--- src/rtl/sprite_blitter.sv ---
// ---------------------------------------------------------------------------
// sprite_blitter
//   Copies a spr_w x spr_h sprite from a sync-read sprite RAM into a
//   sync-write FB_WIDTH x FB_HEIGHT frame RAM at (dst_x,dst_y), one pixel per
//   clock in raster order. Pixels falling off the right/bottom edge are read
//   but not written.
//
//   Optional feature macro: BLIT_COLORKEY_EN
//     defined   -> pixels whose src_data == KEY_COLOR are not written
//     undefined -> every unclipped pixel is written
//
// Ports
//   Clk, Reset_n        clock, asynchronous active-low reset
//   start               launch (sampled only while idle)
//   src_base            sprite RAM address of pixel (0,0)
//   spr_w, spr_h        sprite size
//   dst_x, dst_y        frame position of pixel (0,0)
//   busy, done          status / one-cycle completion pulse
//   src_read_addr       sprite RAM read address
//   src_data            sprite RAM read data (1-cycle latency)
//   dst_write_addr      frame RAM write address
//   dst_data, dst_we    frame RAM write data / strobe
// ---------------------------------------------------------------------------
module sprite_blitter #(
    parameter int                DATA_W    = 8,
    parameter int                SRC_AW    = 13,
    parameter int                DST_AW    = 19,
    parameter int                DIM_W     = 9,
    parameter int                FB_WIDTH  = 320,
    parameter int                FB_HEIGHT = 240,
    parameter logic [DATA_W-1:0] KEY_COLOR = '0
) (
    input  logic              Clk,
    input  logic              Reset_n,
    input  logic              start,
    input  logic [SRC_AW-1:0] src_base,
    input  logic [DIM_W-1:0]  spr_w,
    input  logic [DIM_W-1:0]  spr_h,
    input  logic [DIM_W-1:0]  dst_x,
    input  logic [DIM_W-1:0]  dst_y,
    output logic              busy,
    output logic              done,
    output logic [SRC_AW-1:0] src_read_addr,
    input  logic [DATA_W-1:0] src_data,
    output logic [DST_AW-1:0] dst_write_addr,
    output logic [DATA_W-1:0] dst_data,
    output logic              dst_we
);

    typedef enum logic [1:0] {IDLE, READ, DRAIN} state_t;

    localparam logic [DIM_W:0]    FBW_C = (DIM_W+1)'(FB_WIDTH);
    localparam logic [DIM_W:0]    FBH_C = (DIM_W+1)'(FB_HEIGHT);
    localparam logic [DST_AW-1:0] FBW_A = DST_AW'(FB_WIDTH);

    state_t            state, state_n;
    logic [DIM_W-1:0]  w_q, h_q, x_q;     // latched geometry
    logic [DIM_W-1:0]  col, row;          // pixel currently on src_read_addr
    logic [DIM_W:0]    px, py;            // frame coords, one extra bit so no wrap
    logic [DST_AW-1:0] row_base;          // frame address of (dst_x, dst_y+row)
    logic [DST_AW-1:0] pix_addr;          // frame address of current pixel
    logic [DST_AW-1:0] start_base;
    logic              s1_vld, s1_we;     // stage 1: tag for the outstanding read
    logic [DST_AW-1:0] s1_addr;
    logic              drain_cnt;
    logic              col_end, last, zero_size, key_drop;

    // Constant multiply only at launch; the pixel path is purely incremental.
    assign start_base = DST_AW'(dst_y) * FBW_A + DST_AW'(dst_x);
    assign zero_size  = (spr_w == '0) || (spr_h == '0);
    assign col_end    = (col == w_q - 1'b1);
    assign last       = col_end && (row == h_q - 1'b1);
    assign busy       = (state != IDLE);

`ifdef BLIT_COLORKEY_EN
    assign key_drop = (src_data == KEY_COLOR);
`else
    // Comparator gated off: every unclipped pixel is written.
    assign key_drop = (src_data == KEY_COLOR) & 1'b0;
`endif

    // FSM state register
    always_ff @(posedge Clk or negedge Reset_n) begin
        if (!Reset_n) state <= IDLE;
        else          state <= state_n;
    end

    // FSM next state
    always_comb begin
        state_n = state;
        case (state)
            IDLE:    if (start) state_n = zero_size ? DRAIN : READ;
            READ:    if (last) state_n = DRAIN;
            DRAIN:   if (drain_cnt) state_n = IDLE;
            default: state_n = IDLE;
        endcase
    end

    // Address generation: counters advance once per issued read.
    always_ff @(posedge Clk or negedge Reset_n) begin
        if (!Reset_n) begin
            w_q <= '0; h_q <= '0; x_q <= '0;
            col <= '0; row <= '0; px <= '0; py <= '0;
            row_base <= '0; pix_addr <= '0; src_read_addr <= '0;
        end else begin
            case (state)
                IDLE: if (start) begin
                    w_q <= spr_w; h_q <= spr_h; x_q <= dst_x;
                    col <= '0; row <= '0;
                    px <= {1'b0, dst_x}; py <= {1'b0, dst_y};
                    row_base <= start_base; pix_addr <= start_base;
                    src_read_addr <= src_base;
                end
                READ: if (!last) begin
                    src_read_addr <= src_read_addr + 1'b1;
                    if (col_end) begin
                        col      <= '0;
                        row      <= row + 1'b1;
                        px       <= {1'b0, x_q};
                        py       <= py + 1'b1;
                        row_base <= row_base + FBW_A;
                        pix_addr <= row_base + FBW_A;
                    end else begin
                        col      <= col + 1'b1;
                        px       <= px + 1'b1;
                        pix_addr <= pix_addr + 1'b1;
                    end
                end
                default: ;
            endcase
        end
    end

    // Two-stage write pipeline plus drain/done.
    always_ff @(posedge Clk or negedge Reset_n) begin
        if (!Reset_n) begin
            s1_vld <= 1'b0; s1_we <= 1'b0; s1_addr <= '0;
            dst_we <= 1'b0; dst_write_addr <= '0; dst_data <= '0;
            drain_cnt <= 1'b0; done <= 1'b0;
        end else begin
            s1_vld  <= (state == READ);
            s1_we   <= (state == READ) && (px < FBW_C) && (py < FBH_C);
            s1_addr <= pix_addr;
            dst_we  <= s1_vld && s1_we && !key_drop;
            if (s1_vld) begin
                dst_write_addr <= s1_addr;
                dst_data       <= src_data;
            end
            drain_cnt <= (state == DRAIN) ? ~drain_cnt : 1'b0;
            done      <= (state == DRAIN) && drain_cnt;
        end
    end

endmodule
--- config.mk ---
export PLATFORM = sky130hd
export DESIGN_NAME = sprite_blitter
export DESIGN_NICKNAME = d
export VERILOG_FILES = /design/src/rtl/sprite_blitter.sv
export SDC_FILE = /design/constraint.sdc
export NUM_CORES = 1
export LEC_CHECK = 0
export BUFFER_PORTS_ARGS = -buffer_cell sky130_fd_sc_hd__buf_4
export CORE_MARGIN = 3
export CORE_UTILIZATION = 59
export CTS_CLUSTER_SIZE = 12
export DETAILED_ROUTE_END_ITERATION = 6
export PLACE_DENSITY = 0.92
export SLEW_MARGIN = 20
export SYNTH_ARGS = -nofsm -noshare
export SYNTH_HDL_FRONTEND = slang
export SYNTH_SLANG_ARGS = --single-unit
--- constraint.sdc ---
create_clock -name Clk -period 3.94 [get_ports Clk]
set_clock_uncertainty 0.15 [all_clocks]
set_input_delay 0.394 -clock Clk [delete_from_list [all_inputs] [get_ports Clk]]
set_output_delay 0.394 -clock Clk [all_outputs]
set_load 0.05 [all_outputs]
# Word level (Yosys, flattened, before mapping)
# Cells that the tools add are included.
# word_totals
regBits	169
out_inout_bits	43
wordCells	88
# op_classes
addsub	10
n_mul	1
n_lt_le_gt_ge	2
n_eq_ne	9
muxes	31
bitwise_logic	1
n_reduce_logical	15
# ops
cell	count
2-to-1 mux 19 bit	5
one-hot mux 19 bit (2 select lines)	2
2-to-1 mux 10 bit	6
2-to-1 mux 9 bit	5
one-hot mux 10 bit (2 select lines)	2
one-hot mux 9 bit (2 select lines)	2
2-to-1 mux 13 bit	2
one-hot mux 13 bit (2 select lines)	1
adder 10 x 1 -> 10 bit (second input constant)	2
adder 18 x 9 -> 19 bit	1
adder 19 x 1 -> 19 bit (second input constant)	1
adder 19 x 9 -> 19 bit (second input constant)	1
adder 9 x 1 -> 9 bit (second input constant)	2
equality test 9 bit	2
logical NOT 9 bit	2
subtractor 9 x 1 -> 9 bit (second input constant)	2
adder 13 x 1 -> 13 bit (second input constant)	1
multiplier 9 x 3 -> 12 bit (second input constant)	1
< comparator 10 x 8 -> 1 bit (second input constant)	1
< comparator 10 x 9 -> 1 bit (second input constant)	1
!= test 2 bit (second input constant)	5
2-to-1 mux 2 bit	4
one-hot mux 2 bit (3 select lines)	1
AND reduction 3 bit	2
10 further kinds	15

# Depth between registers and ports, before layout
# Gate-level depths: netlist of run 1.
# logic_depth
word_depth	5
depth_mapped	13
mapped_depth_nobuf	10

# Least setup slack after synthesis of run 1
# No wires, ideal clock.
# synth_timing
path_type	input -> register
from	input port dst_y[1]
to	register pix_addr[15]
setup_time_ns	0.123
arrival_ns	2.901
required_ns	3.667
setup_slack_ns	0.767
cell_stages	10
path_cell_list	ha_1 -> ha_1 -> fa_1 -> xor2_1 -> o211ai_1 -> nor4_1 -> a311oi_1 -> nor3_1 -> nor2_1 -> o221a_2
# synth_via
elab_chain_cells	4
# synth_rtl
element	line_no	rtl
from (decl)	40	input logic [DIM_W-1:0] dst_y,
multiplier 9 x 3 -> 12 bit	69	assign start_base = DST_AW'(dst_y) * FBW_A + DST_AW'(dst_x);
adder 18 x 9 -> 19 bit	69	
2-to-1 mux 19 bit	107	IDLE: if (start) begin
one-hot mux 19 bit (2 select lines)	106	case (state)
to (signal assigned)	111	row_base <= start_base; pix_addr <= start_base;
to (signal assigned)	122	pix_addr <= row_base + FBW_A;
to (signal assigned)	126	pix_addr <= pix_addr + 1'b1;
to (decl)	61	logic [DST_AW-1:0] pix_addr;
# Every way passes these cells. The select of a mux whose other input is x is not followed.
# A chain may end at the register's enable or synchronous reset.

# Worst setup path in the final report of run 1
# layout_timing
from	register h_q[0]
to	register src_read_addr[12]
# layout_via
elab_chain_cells	5
# layout_rtl
element	line_no	rtl
from (decl)	57	logic [DIM_W-1:0] w_q, h_q, x_q;
from (signal assigned)	108	w_q <= spr_w; h_q <= spr_h; x_q <= dst_x;
subtractor 9 x 1 -> 9 bit	72	assign last = col_end && (row == h_q - 1'b1);
equality test 9 bit	72	
logical AND 1 bit	72	
!= test 2 bit (no source line)	n/a	
AND reduction 3 bit (no source line)	n/a	
to (signal assigned)	112	src_read_addr <= src_base;
to (signal assigned)	115	src_read_addr <= src_read_addr + 1'b1;
to (decl)	43	output logic [SRC_AW-1:0] src_read_addr,
# Every way passes these cells.

==> metrics.md, run 1 <==
| Metric | Value |
|---|---|
| Setup violators final | `0` |
| Worst setup EP type | `flip-flop` |
| Max Clock Freq | `0.288 GHz` |
| Hold_ws | `14.4 ps` |
| P per Cell Area | `914 mW/mm²` |
| Largest net degree at the start of global routing | `97` |
| Data arrival time of the critical path | `3650 ps` |
| Vias in the first global route | `8396` |
| Place WS | `approximately 490 ps` |
| Max Cap Viol | `0` |
| Initial antenna violation count | `0` |
| Final non-filler cell total | `1354` |
| Max Buffers Root-to-Sink | `2` |
| H-tree level count | `4` |
| GRT Overall Usage | `0.284` |
| Final min period | `roughly 3500 ps` |
| Slew HR | `0.405` |
| Yosys top cell area share | `0.443` |
| Dpl cells | `approximately 1300` |
| Syn Nets | `1125` |
| Global placement routability congestion | `0.920` |
| Mapped cell area | `0.00954 mm²` |
| Routed Antenna Nets | `0` |
| Pre-antenna DRT Iters | `7` |
| Clk_lat worst skew | `between 400 and 500 ps` |
| Final Cycle Share | `0.883` |
| Worst Hold Class | `primary input to flip-flop` |
| DP HPWL | `17400 µm` |
| Final instance area | `0.0111 mm²` |
| Clk sinks | `~170` |
| DRC viols | `2` |
| Root buffer cell | `clkbuf_16` |
| Die X | `133 µm` |
| Fin util | `0.718` |
| Final wirelength | `between 20000 and 30000 µm` |
| Share of cells above drive strength 1 | `0.189` |
| Wire length per cell | `between 15 and 20 µm` |
| Nets | `1218` |
| EDFF count, synth | `0` |
| Total negative slack | `0 ps` |
| Synthesized flop and latch total | `169` |
| Yosys warnings | `0` |
| First-pass GRT wire length | `41400 µm` |
| Vias | `a little under 9000` |
| Post-Syn Area per Cell | `9.20 µm²` |
| Num rows | `45` |
| Unrepaired setup endpoints after global routing | `false` |
| Core area | `~0.015 mm²` |
| Ys async rst share | `1.00` |
| Leakage Power | `between 4 and 5 nW` |
| Synth unique cells | `77` |
| Final Power | `10.2 mW` |
| Antenna diode count | `0` |
| Die H | `between 100 and 150 µm` |
| CP max FO | `20` |
| Placed Area | `between 0.01 and 0.015 mm²` |
| Num CTS Buffers | `17` |
| DR vias/cell | `6.48` |
| Setup WS post-layout | `463 ps` |
| Peak supply drop | `558 µV` |
| # IOs | `103` |
| Initial Utilization | `0.616` |
| Setup CP Type | `flip-flop to flip-flop` |
| Final hold vios | `0` |
| Outcome | `finished with violations` |
| Most common cell after layout, fill and taps aside | `dfrtp_1` |
| Iteration-0 DRC Markers | `1102` |
| Least-Margin Pin Slew | `889 ps` |
| Failing checks | `design-rule violations` |
| Layout area overhead | `16.5%` |
| Gr ovfl total | `0` |
| CTS clk-pin slew, worst paths | `70 ps` |
| Cell taking the most area after synthesis | `dfrtp_1` |
| DIE AREA | `0.0177 mm²` |
| IO buf count | `102` |
| Predominant post-synthesis flop cell | `dfrtp_1` |
| Post-Syn Instances | `1037` |
| CTS tree | `done` |
| CP startpoint kind | `flip-flop` |
| Top post-synthesis cells by area | `dfrtp_1, nand2_1, o21ai_0` |
| Pins over their slew limit | `0` |
| Seq/Total Area, Yosys | `0.443` |
| Req. time, crit path | `4110 ps` |
| Most frequent cells in the layout | `dfrtp_1, nand2_1, buf_4` |
registers in the layout (all words and copies together), names as in the netlist, 2 cells and up:
signal and cells:
px 10, h_q 9, w_q 9, col 9, row 9, row_base 19, x_q 9, src_read_addr 13
s1_addr 19, state 2, dst_data 8, py 10, pix_addr 19, dst_write_addr 19
cell usage after synthesis (5+ instances only):
library cell / number
nor3b_1: 7
buf_6: 6
nor2b_1: 7
nor3_1: 30
o211ai_1: 11
ha_1: 26
a31oi_1: 19
o22ai_1: 8
or3_1: 12
or2_2: 5
a21o_1: 5
o21ai_0: 77
a2bb2oi_1: 9
clkbuf_1: 25
nor4_1: 15
nand2_1: 139
buf_4: 5
o31ai_1: 14
xnor2_1: 33
buf_1: 9
nand3_1: 50
nor2_1: 68
a21oi_1: 56
dfrtp_1: 169
mux2_2: 29
a211oi_1: 9
buf_2: 13
nand2b_1: 10
and2_1: 7
nand4_1: 11
inv_1: 22
or4_1: 9
o21a_1: 7
and3_1: 22
xor2_1: 17
where the power goes:
group | switching, mW | total (mW) | internal (mW)
combinational | 3.24 | 5.15 | 1.92
clock | 0.732 | 1.70 | 0.965
sequential | 0.793 | 3.31 | 2.51
per-layer routing:
metal | GRT usage | share of wire | wire length [µm] | vias to the layer above
li1 | - | - | - | 3976
met1 | 0.382 | 0.40 | 9990 | 4192
met2 | 0.454 | 0.48 | 12100 | 522
met3 | 0.0491 | 0.090 | 2270 | 89
met4 | 0.129 | 0.035 | 875 | 0
met5 | 0 | 0 | 0 | -
kinds of logic (layout without fill, tap and decap cells):
group           Yosys count  count (layout)  synth area share
flops                   169             169             0.443
buf+inv                  81             187            0.0403
xor+xnor                 50              50            0.0459
simple gates            404             404             0.207
fa+ha+maj                28              28            0.0383
compound gates          273             273             0.188
mux                      32              32            0.0374
final cells by class:
cell class / count / area, µm²
clock buffer: 18 / 439
clock inverter: 14 / 161
fill: 1074 / 4370
inverter: 23 / 86.3
multi-input combinational: 787 / 4930
sequential: 169 / 4230
tap: 211 / 264
timing repair buffer: 132 / 997
worst paths after layout:
path	endpoint	slack (ps)	depth (start not counted)	start
min in group asynchronous	s1_addr[2]$_DFF_PN0_	480	2	Reset_n
max in group asynchronous	s1_vld$_DFF_PN0_	2330	3	Reset_n
worst min-delay path	h_q[8]$_DFFE_PN0P_	10	3	spr_h[8]
worst max register to register	src_read_addr[12]$_DFFE_PN0P_	460	10	h_q[0]$_DFFE_PN0P_
worst min register to register	s1_addr[10]$_DFF_PN0_	260	0	pix_addr[10]$_DFFE_PN0P_
worst max-delay path	src_read_addr[12]$_DFFE_PN0P_	460	10	h_q[0]$_DFFE_PN0P_
critical path: stages, from the launching register on:
cell	delay, ps
dfrtp_1	430
inv_1	90
ha_1	210
nor3b_2	280
nand2_1	110
nor4_1	550
o2111ai_1	340
o31a_1	570
buf_4	320
o21a_1	130
o22a_1	170
what timing repair did:
item,CTS,global route
setup buffers,0,0
setup endpoints to repair,0,0
hold buffers,1,0
hold endpoints to repair,92,0
gates resized for setup,0,0
Note: power is estimated with default switching activity, not from simulation.
==> run 2: changes to the inputs <==
--- a/config.mk
+++ b/config.mk
@@ -7,10 +7,10 @@
 export LEC_CHECK = 0
 export BUFFER_PORTS_ARGS = -buffer_cell sky130_fd_sc_hd__buf_4
 export CORE_MARGIN = 3
-export CORE_UTILIZATION = 59
+export CORE_UTILIZATION = 31
 export CTS_CLUSTER_SIZE = 12
 export DETAILED_ROUTE_END_ITERATION = 6
-export PLACE_DENSITY = 0.92
+export PLACE_DENSITY = 0.6
 export SLEW_MARGIN = 20
 export SYNTH_ARGS = -nofsm -noshare
 export SYNTH_HDL_FRONTEND = slang
==> run 2 against run 1 <==
The run now ends clean. Total power fell by 0.78%. Setup slack improved by 82 ps. Global-route usage fell by 12 points. Hold slack barely moved. First-iteration DRC count fell by 41%. Sequential cell count did not move. Via count fell by 5.8%. Combinational power rose by 1%. Utilization fell by 34 points. Critical path depth did not move. Largest cell class unchanged. Largest power group unchanged.
==> metrics.md, run 2 (synthesis results as in run 1) <==
| Metric | Value |
|---|---|
| Outcome | `complete, no violations` |
| Max Buffers Root-to-Sink | `2 (unchanged)` |
| Vias in the first global route | `8062 (-4.0%)` |
| Setup CP Type | `flip-flop to flip-flop` |
| CP startpoint kind | `flip-flop` |
| Pre-antenna DRT Iters | `5 (-2)` |
| Root buffer cell | `clkbuf_16` |
| Final Cycle Share | `0.862 (-0.0208)` |
| Iteration-0 DRC Markers | `646 (-41%)` |
| GRT Overall Usage | `0.161 (-0.123)` |
| Most frequent cells in the layout | `dfrtp_1, nand2_1, buf_4` |
| CP peak stage delay | `570 ps (about the same)` |
| Data arrival time of the critical path | `3560 ps (-90 ps)` |
| Final wirelength | `26400 µm (+4.9%)` |
| CP max FO | `39 (+95%)` |
| Req. time, crit path | `4100 ps (about the same)` |
| Clk sinks | `169 (unchanged)` |
| DP HPWL | `18900 µm (+8.8%)` |
| Die X | `181 µm (+36%)` |
| Core area | `0.0300 mm² (+93%)` |
| DR vias/cell | `5.38 (-17%)` |
| Gr ovfl total | `0 (unchanged)` |
| RR Endpoint | `pix_addr[2]$_DFFE_PN0P_` |
| Share of cells above drive strength 1 | `0.188 (-0.000823)` |
| DIE AREA | `0.0329 mm² (+86%)` |
| Layout area overhead | `19.1%` |
| Routed Antenna Nets | `0 (unchanged)` |
| Crit-path slowest cell | `o31ai_4` |
| Max Clock Freq | `0.294 GHz (+2.4%)` |
| Peak supply drop | `400 µV (-28%)` |
| Hold-critical path depth | `3 (unchanged)` |
| Worst path buffer plus inverter count | `2 (unchanged)` |
| Least-Margin Pin Slew | `789 ps (-99.3 ps)` |
| Pins over their slew limit | `0 (unchanged)` |
| Cell family with most CP delay | `compound AO/OA/AOI/OAI gates` |
| Critical Path, Cell by Cell | `inv_1, ha_1, nor3b_2, nand2_1, nor4_1, o2111ai_1, o31ai_4, buf_12, nor2_1, a22o_1` |
| CTS clk-pin slew, worst paths | `70 ps (about the same)` |
| Hold_ws | `14.4 ps (-0.0136 ps)` |
| Slew HR | `0.472 (+0.0664)` |
| Final Power | `10.1 mW (-0.78%)` |
| Worst setup EP type | `flip-flop` |
| Worst Hold Launch | `spr_w[4]` |
| Final instance area | `0.0114 mm² (+2.3%)` |
| Post-CTS resize count | `0 (unchanged)` |
| IO buf count | `102 (unchanged)` |
| # IOs | `103 (unchanged)` |
| Unrepaired setup endpoints after global routing | `false` |
| FF-to-FF Start | `h_q[0]$_DFFE_PN0P_` |
| H-tree level count | `4 (unchanged)` |
| Nets | `1223 (+0.41%)` |
| Num rows | `63 (+40%)` |
| Hold endpoint | `w_q[4]$_DFFE_PN0P_` |
| Final min period | `3400 ps (-81.8 ps)` |
| Fill count | `3008 (+180%)` |
| Antenna diode count | `0 (unchanged)` |
| Setup violators final | `0 (unchanged)` |
| Max Cap Viol | `0 (unchanged)` |
| Final hold vios | `0 (unchanged)` |
| Largest net degree at the start of global routing | `75 (-23%)` |
| Leakage Power | `4.90 nW (+0.11%)` |
| Initial Utilization | `0.319 (-0.298)` |
| Die H | `181 µm (+36%)` |
| Placed Area | `0.0108 mm² (+2.6%)` |
| Initial antenna violation count | `0 (unchanged)` |
| CTS tree | `done` |
| Setup slack, reg-to-reg | `540 ps (+80 ps)` |
| Worst Hold Class | `primary input to flip-flop` |
| DRC viols | `0 (-2)` |
| Vias | `8273 (-5.8%)` |
| Total negative slack | `0 ps (unchanged)` |
| R2r worst-path depth | `10 (unchanged)` |
| First-pass GRT wire length | `43700 µm (+5.5%)` |
| Global placement routability congestion | `0.843 (-8.4%)` |
| P per Cell Area | `887 mW/mm² (-3.0%)` |
| Most common cell after layout, fill and taps aside | `dfrtp_1` |
| Wire length per cell | `17.2 µm (-7.7%)` |
| Num CTS Buffers | `17 (unchanged)` |
| Fin util | `0.379 (-0.338)` |
| Clk_lat worst skew | `430 ps (about the same)` |
## run 2: cell count changes in the layout (fill, tap and decap cells not counted), moves of 2 or more
cell and delta:
clkinv_4 -4, dlygate4sd3_1 +2, clkinvlp_4 +3, inv_6 -2, clkbuf_1 +2, buf_12 +2
## run 2: area by class of cell
| type | count | area, µm² | share of cell area |
|---|---|---|---|
| Timing Repair Buffer | 137 | 1060 | 0.0937 |
| Clock inverter | 12 | 118 | 0.0103 |
| Sequential cell | 169 | 4230 | 0.372 |
| Inverter | 23 | 86.3 | 0.00760 |
| Multi-Input combinational cell | 787 | 4930 | 0.434 |
| Clock buffer | 20 | 447 | 0.0393 |
| Tap cell | 390 | 488 | 0.0429 |
## run 2: report_power, final
group | switching, mW | internal [mW] | leakage, nW
Combinational | 3.23 | 1.97 | 2.57
Clock | 0.733 | 0.897 | 0.269
Sequential | 0.738 | 2.51 | 2.06
Total | 4.70 | 5.38 | 4.90
## run 2: worst register-to-register path: cells and delay by family (launching register included)
| kind | cells | cell delay (ps) |
|---|---|---|
| DFF | 1 | 420 |
| adders and majority gates | 1 | 210 |
| and+or+nand+nor | 4 | 1000 |
| AOI/OAI and AO/OA | 3 | 1110 |
| buffers and inverters | 2 | 360 |
## run 2: worst max path at each step
| stage | slack, ps | depth (start not counted) | end | startpoint |
|---|---|---|---|---|
| after global placement | 530 | 11 | pix_addr[15]$_DFFE_PN0P_ | dst_y[1] |
| after floorplan | 770 | 10 | pix_addr[15]$_DFFE_PN0P_ | dst_y[1] |
| final | 540 | 10 | pix_addr[2]$_DFFE_PN0P_ | h_q[0]$_DFFE_PN0P_ |
| after detailed placement | 490 | 11 | pix_addr[15]$_DFFE_PN0P_ | dst_y[1] |
| after global routing | 240 | 10 | px[4]$_DFFE_PN0P_ | h_q[0]$_DFFE_PN0P_ |
| after CTS | 540 | 9 | px[4]$_DFFE_PN0P_ | w_q[0]$_DFFE_PN0P_ |
## run 2: through the flow
step	instances	worst slack (ps)
after CTS	1538	538
final	1538	544
after global routing	1538	241
after detailed placement	1503	487
after floorplan	1037	767
after global placement	1503	532
## run 2: repair_timing
| item | 4_1_cts | 5_1_grt |
|---|---|---|
| endpoints found under the setup margin | 0 | 0 |
| endpoints found under the hold margin | 74 | 0 |
| buffers inserted | 0 | 0 |
| hold buffers | 3 | 0 |
## run 2: routing by layer
layer | global-route usage | routed length (µm) | up-vias
met5 | 0 | 0 | -
met4 | 0.0378 | 319 | 0
met3 | 0.0262 | 1250 | 21
met2 | 0.259 | 12300 | 218
met1 | 0.229 | 12600 | 4050
li1 | - | - | 3984
==> run 3: changes to the inputs <==
--- a/config.mk
+++ b/config.mk
@@ -10,6 +10,7 @@
 export CORE_UTILIZATION = 31
 export CTS_CLUSTER_SIZE = 12
 export DETAILED_ROUTE_END_ITERATION = 6
+export MAX_ROUTING_LAYER = met4
 export PLACE_DENSITY = 0.6
 export SLEW_MARGIN = 20
 export SYNTH_ARGS = -nofsm -noshare
==> constraint.sdc (replaced) <==
create_clock -name Clk -period 4.02 [get_ports Clk]
set_clock_uncertainty 0.15 [all_clocks]
set_input_delay 0.402 -clock Clk [delete_from_list [all_inputs] [get_ports Clk]]
set_output_delay 0.402 -clock Clk [all_outputs]
set_load 0.05 [all_outputs]
==> run 3 against run 2 <==
Cell count is 0.26% lower. Total power is 1.0% lower. Non-clock buffer count is 3 lower. Via count hardly changed. Wire length is 0.99% lower. Register-to-register slack hardly changed. Design area is 0.20% higher. Global-route usage is 0.34 points higher.
==> metrics.md, run 3 (synthesis results as in run 1) <==
| Metric | Value |
|---|---|
| Max Clock Freq | `0.287 GHz (-2.6%)` |
| Postcts setup bufs | `0 (unchanged)` |
| GRT Overall Usage | `0.165 (+0.00344)` |
| DIE AREA | `0.0329 mm² (unchanged)` |
| Most frequent cells in the layout | `dfrtp_1, nand2_1, buf_4` |
| Setup CP Type | `flip-flop to flip-flop` |
| CTS clk-pin slew, worst paths | `70 ps (about the same)` |
| Place WS | `531 ps (+44.7 ps)` |
| Worst Setup SP | `w_q[0]$_DFFE_PN0P_` |
| Die X | `181 µm (unchanged)` |
| Initial antenna violation count | `0 (unchanged)` |
| Vias | `8274 (+0.012%)` |
| Final Cycle Share | `0.867 (+0.00520)` |
| Total negative slack | `0 ps (unchanged)` |
| Max Cap Viol | `0 (unchanged)` |
| NetSw | `4.60 mW (-2.2%)` |
| Final non-filler cell total | `1534 (-0.26%)` |
| R2r worst-path depth | `9 (-1)` |
| DP HPWL | `18400 µm (-2.8%)` |
| Die H | `181 µm (unchanged)` |
| Routed Antenna Nets | `0 (unchanged)` |
| CP peak stage delay | `840 ps (+270 ps)` |
| Clock power share | `0.173 (+0.011)` |
| DRC viols | `0 (unchanged)` |
| Setup violators final | `0 (unchanged)` |
| Root buffer cell | `clkbuf_16` |
| Crit-path slowest cell | `nor2_1` |
| Final Power | `9.97 mW (-1.0%)` |
| RR Endpoint | `px[4]$_DFFE_PN0P_` |
| CP max FO | `10 (-74%)` |
| Final min period | `3490 ps (+89.9 ps)` |
| CP startpoint kind | `flip-flop` |
| Antenna diode count | `0 (unchanged)` |
| Core area | `0.0300 mm² (unchanged)` |
| Wire length per cell | `17.1 µm (-0.73%)` |
| Least-Margin Pin Slew | `892 ps (+102 ps)` |
| Largest net degree at the start of global routing | `134 (+79%)` |
| Setup WS post-layout | `534 ps (-9.87 ps)` |
| Unrepaired setup endpoints after global routing | `false` |
| Setup slack, reg-to-reg | `530 ps (about the same)` |
| Final wirelength | `26200 µm (-0.99%)` |
| Multi-input gate area | `0.00493 mm² (unchanged)` |
| Req. time, crit path | `4190 ps (+90 ps)` |
| Share of cells above drive strength 1 | `0.185 (-0.00284)` |
| FF-to-FF Start | `w_q[0]$_DFFE_PN0P_` |
| Comb pwr share | `0.507 (-0.009)` |
| Clk_lat worst skew | `430 ps (about the same)` |
| Data arrival time of the critical path | `3660 ps (+100 ps)` |
| Dpl cells | `1499 (-0.27%)` |
| Pint | `5.38 mW (about the same)` |
| IO buf count | `102 (unchanged)` |
| Final hold vios | `0 (unchanged)` |
| Fill count | `2996 (-0.40%)` |
| First-pass GRT wire length | `43100 µm (-1.3%)` |
| Initial Utilization | `0.319 (unchanged)` |
| DR vias/cell | `5.39 (+0.27%)` |
| Worst Hold Class | `primary input to flip-flop` |
| # IOs | `103 (unchanged)` |
| Iteration-0 DRC Markers | `596 (-7.7%)` |
| Nets | `1220 (-0.25%)` |
| Pins over their slew limit | `0 (unchanged)` |
| Num rows | `63 (unchanged)` |
| Worst Setup EP | `px[4]$_DFFE_PN0P_` |
| Critical Path, Cell by Cell | `inv_1, ha_1, or3b_2, nor3_2, xnor2_1, nand4bb_1, nor2_1, o311ai_0, a22o_1` |
| Clk sinks | `169 (unchanged)` |
| Outcome | `complete, no violations` |
| P per Cell Area | `876 mW/mm² (-1.2%)` |
| Pre-antenna DRT Iters | `6 (+1)` |
| H-tree level count | `4 (unchanged)` |
| Most common cell after layout, fill and taps aside | `dfrtp_1` |
| CTS tree | `done` |
| Peak supply drop | `336 µV (-16%)` |
| Sw Ratio | `0.461 (-0.00564)` |
| Fin util | `0.380 (+0.000752)` |
| Worst setup EP type | `flip-flop` |
| Flop pwr share | `0.320 (-0.002)` |
| Flip-flop and latch area | `0.00423 mm² (unchanged)` |
| Layout area overhead | `19.4%` |
| Global placement routability congestion | `0.835 (-0.93%)` |
| Num CTS Buffers | `17 (unchanged)` |
| Slew HR | `0.403 (-0.0685)` |
| Gr ovfl total | `0 (unchanged)` |
| Vias in the first global route | `8100 (+0.47%)` |
| Max Buffers Root-to-Sink | `2 (unchanged)` |
| Leakage Power | `4.91 nW (+0.10%)` |
## run 3: changes by cell type in the layout (fill, tap and decap cells not counted), sizes merged
cell / previous run / this run
buf: 134 / 130
dlygate4sd3: 3 / 4
clkinv: 4 / 1
inv: 27 / 28
bufinv: 1 / 3
clkbuf: 20 / 19
## run 3: power by group through the flow
stage / combinational, mW / sequential [mW] / clock (mW)
after global placement: 4.99 / 3.20 / 0
after floorplan: 3.10 / 3.68 / 0
after global routing: 5.53 / 3.32 / 1.84
after CTS: 5.07 / 3.19 / 1.77
after detailed placement: 5.06 / 3.21 / 0
final: 5.06 / 3.19 / 1.73
## run 3: area by class of cell
cell class	count	share of cell area
repair buffers	134	0.0917
inverters	23	0.00758
flip-flops and latches	169	0.371
clock buffers	19	0.0389
multi-input cells	787	0.433
well taps	390	0.0428
clock inverters	12	0.0144
## run 3: metrics by stage
| stage | cell area (µm²) | hold slack, ps |
|---|---|---|
| detailed placement | 10700 | 184 |
| floorplan | 9540 | -43.6 |
| finish | 11400 | 19.0 |
| global placement | 10700 | 185 |
| global route | 11400 | 13.5 |
| CTS | 11400 | 0.390 |
## run 3: what timing repair did
action	CTS	global route
hold buffers	4	0
endpoints found under the hold margin	39	0
gates resized for setup	0	0
## run 3: worst max-delay path: cells and delay by family (launching register included)
family                     cells  cell delay, ps
xor gates and xnor gates       1              90
AOI/OAI and AO/OA              2             460
adders and majority gates      1             210
DFF                            1             410
buffers and inverters          1              90
and+or+nand+nor                4            1950
## run 3: routing by layer
| layer | GRT usage | wire length, µm | vias up |
|---|---|---|---|
| met5 | - | 0 | - |
| met4 | 0.0466 | 388 | 0 |
| met2 | 0.253 | 12100 | 232 |
| li1 | - | - | 3969 |
| met1 | 0.226 | 12500 | 4053 |
| met3 | 0.0264 | 1240 | 20 |
## run 3: worst min-delay path by stage
stage	start	endpoint	depth (start not counted)
after floorplan	Reset_n	col[0]$_DFFE_PN0P_	0
after detailed placement	Reset_n	dst_write_addr[2]$_DFFE_PN0P_	1
after CTS	spr_h[4]	h_q[4]$_DFFE_PN0P_	3
after global routing	spr_h[4]	h_q[4]$_DFFE_PN0P_	3
final	spr_h[8]	h_q[8]$_DFFE_PN0P_	3
after global placement	Reset_n	dst_write_addr[2]$_DFFE_PN0P_	1
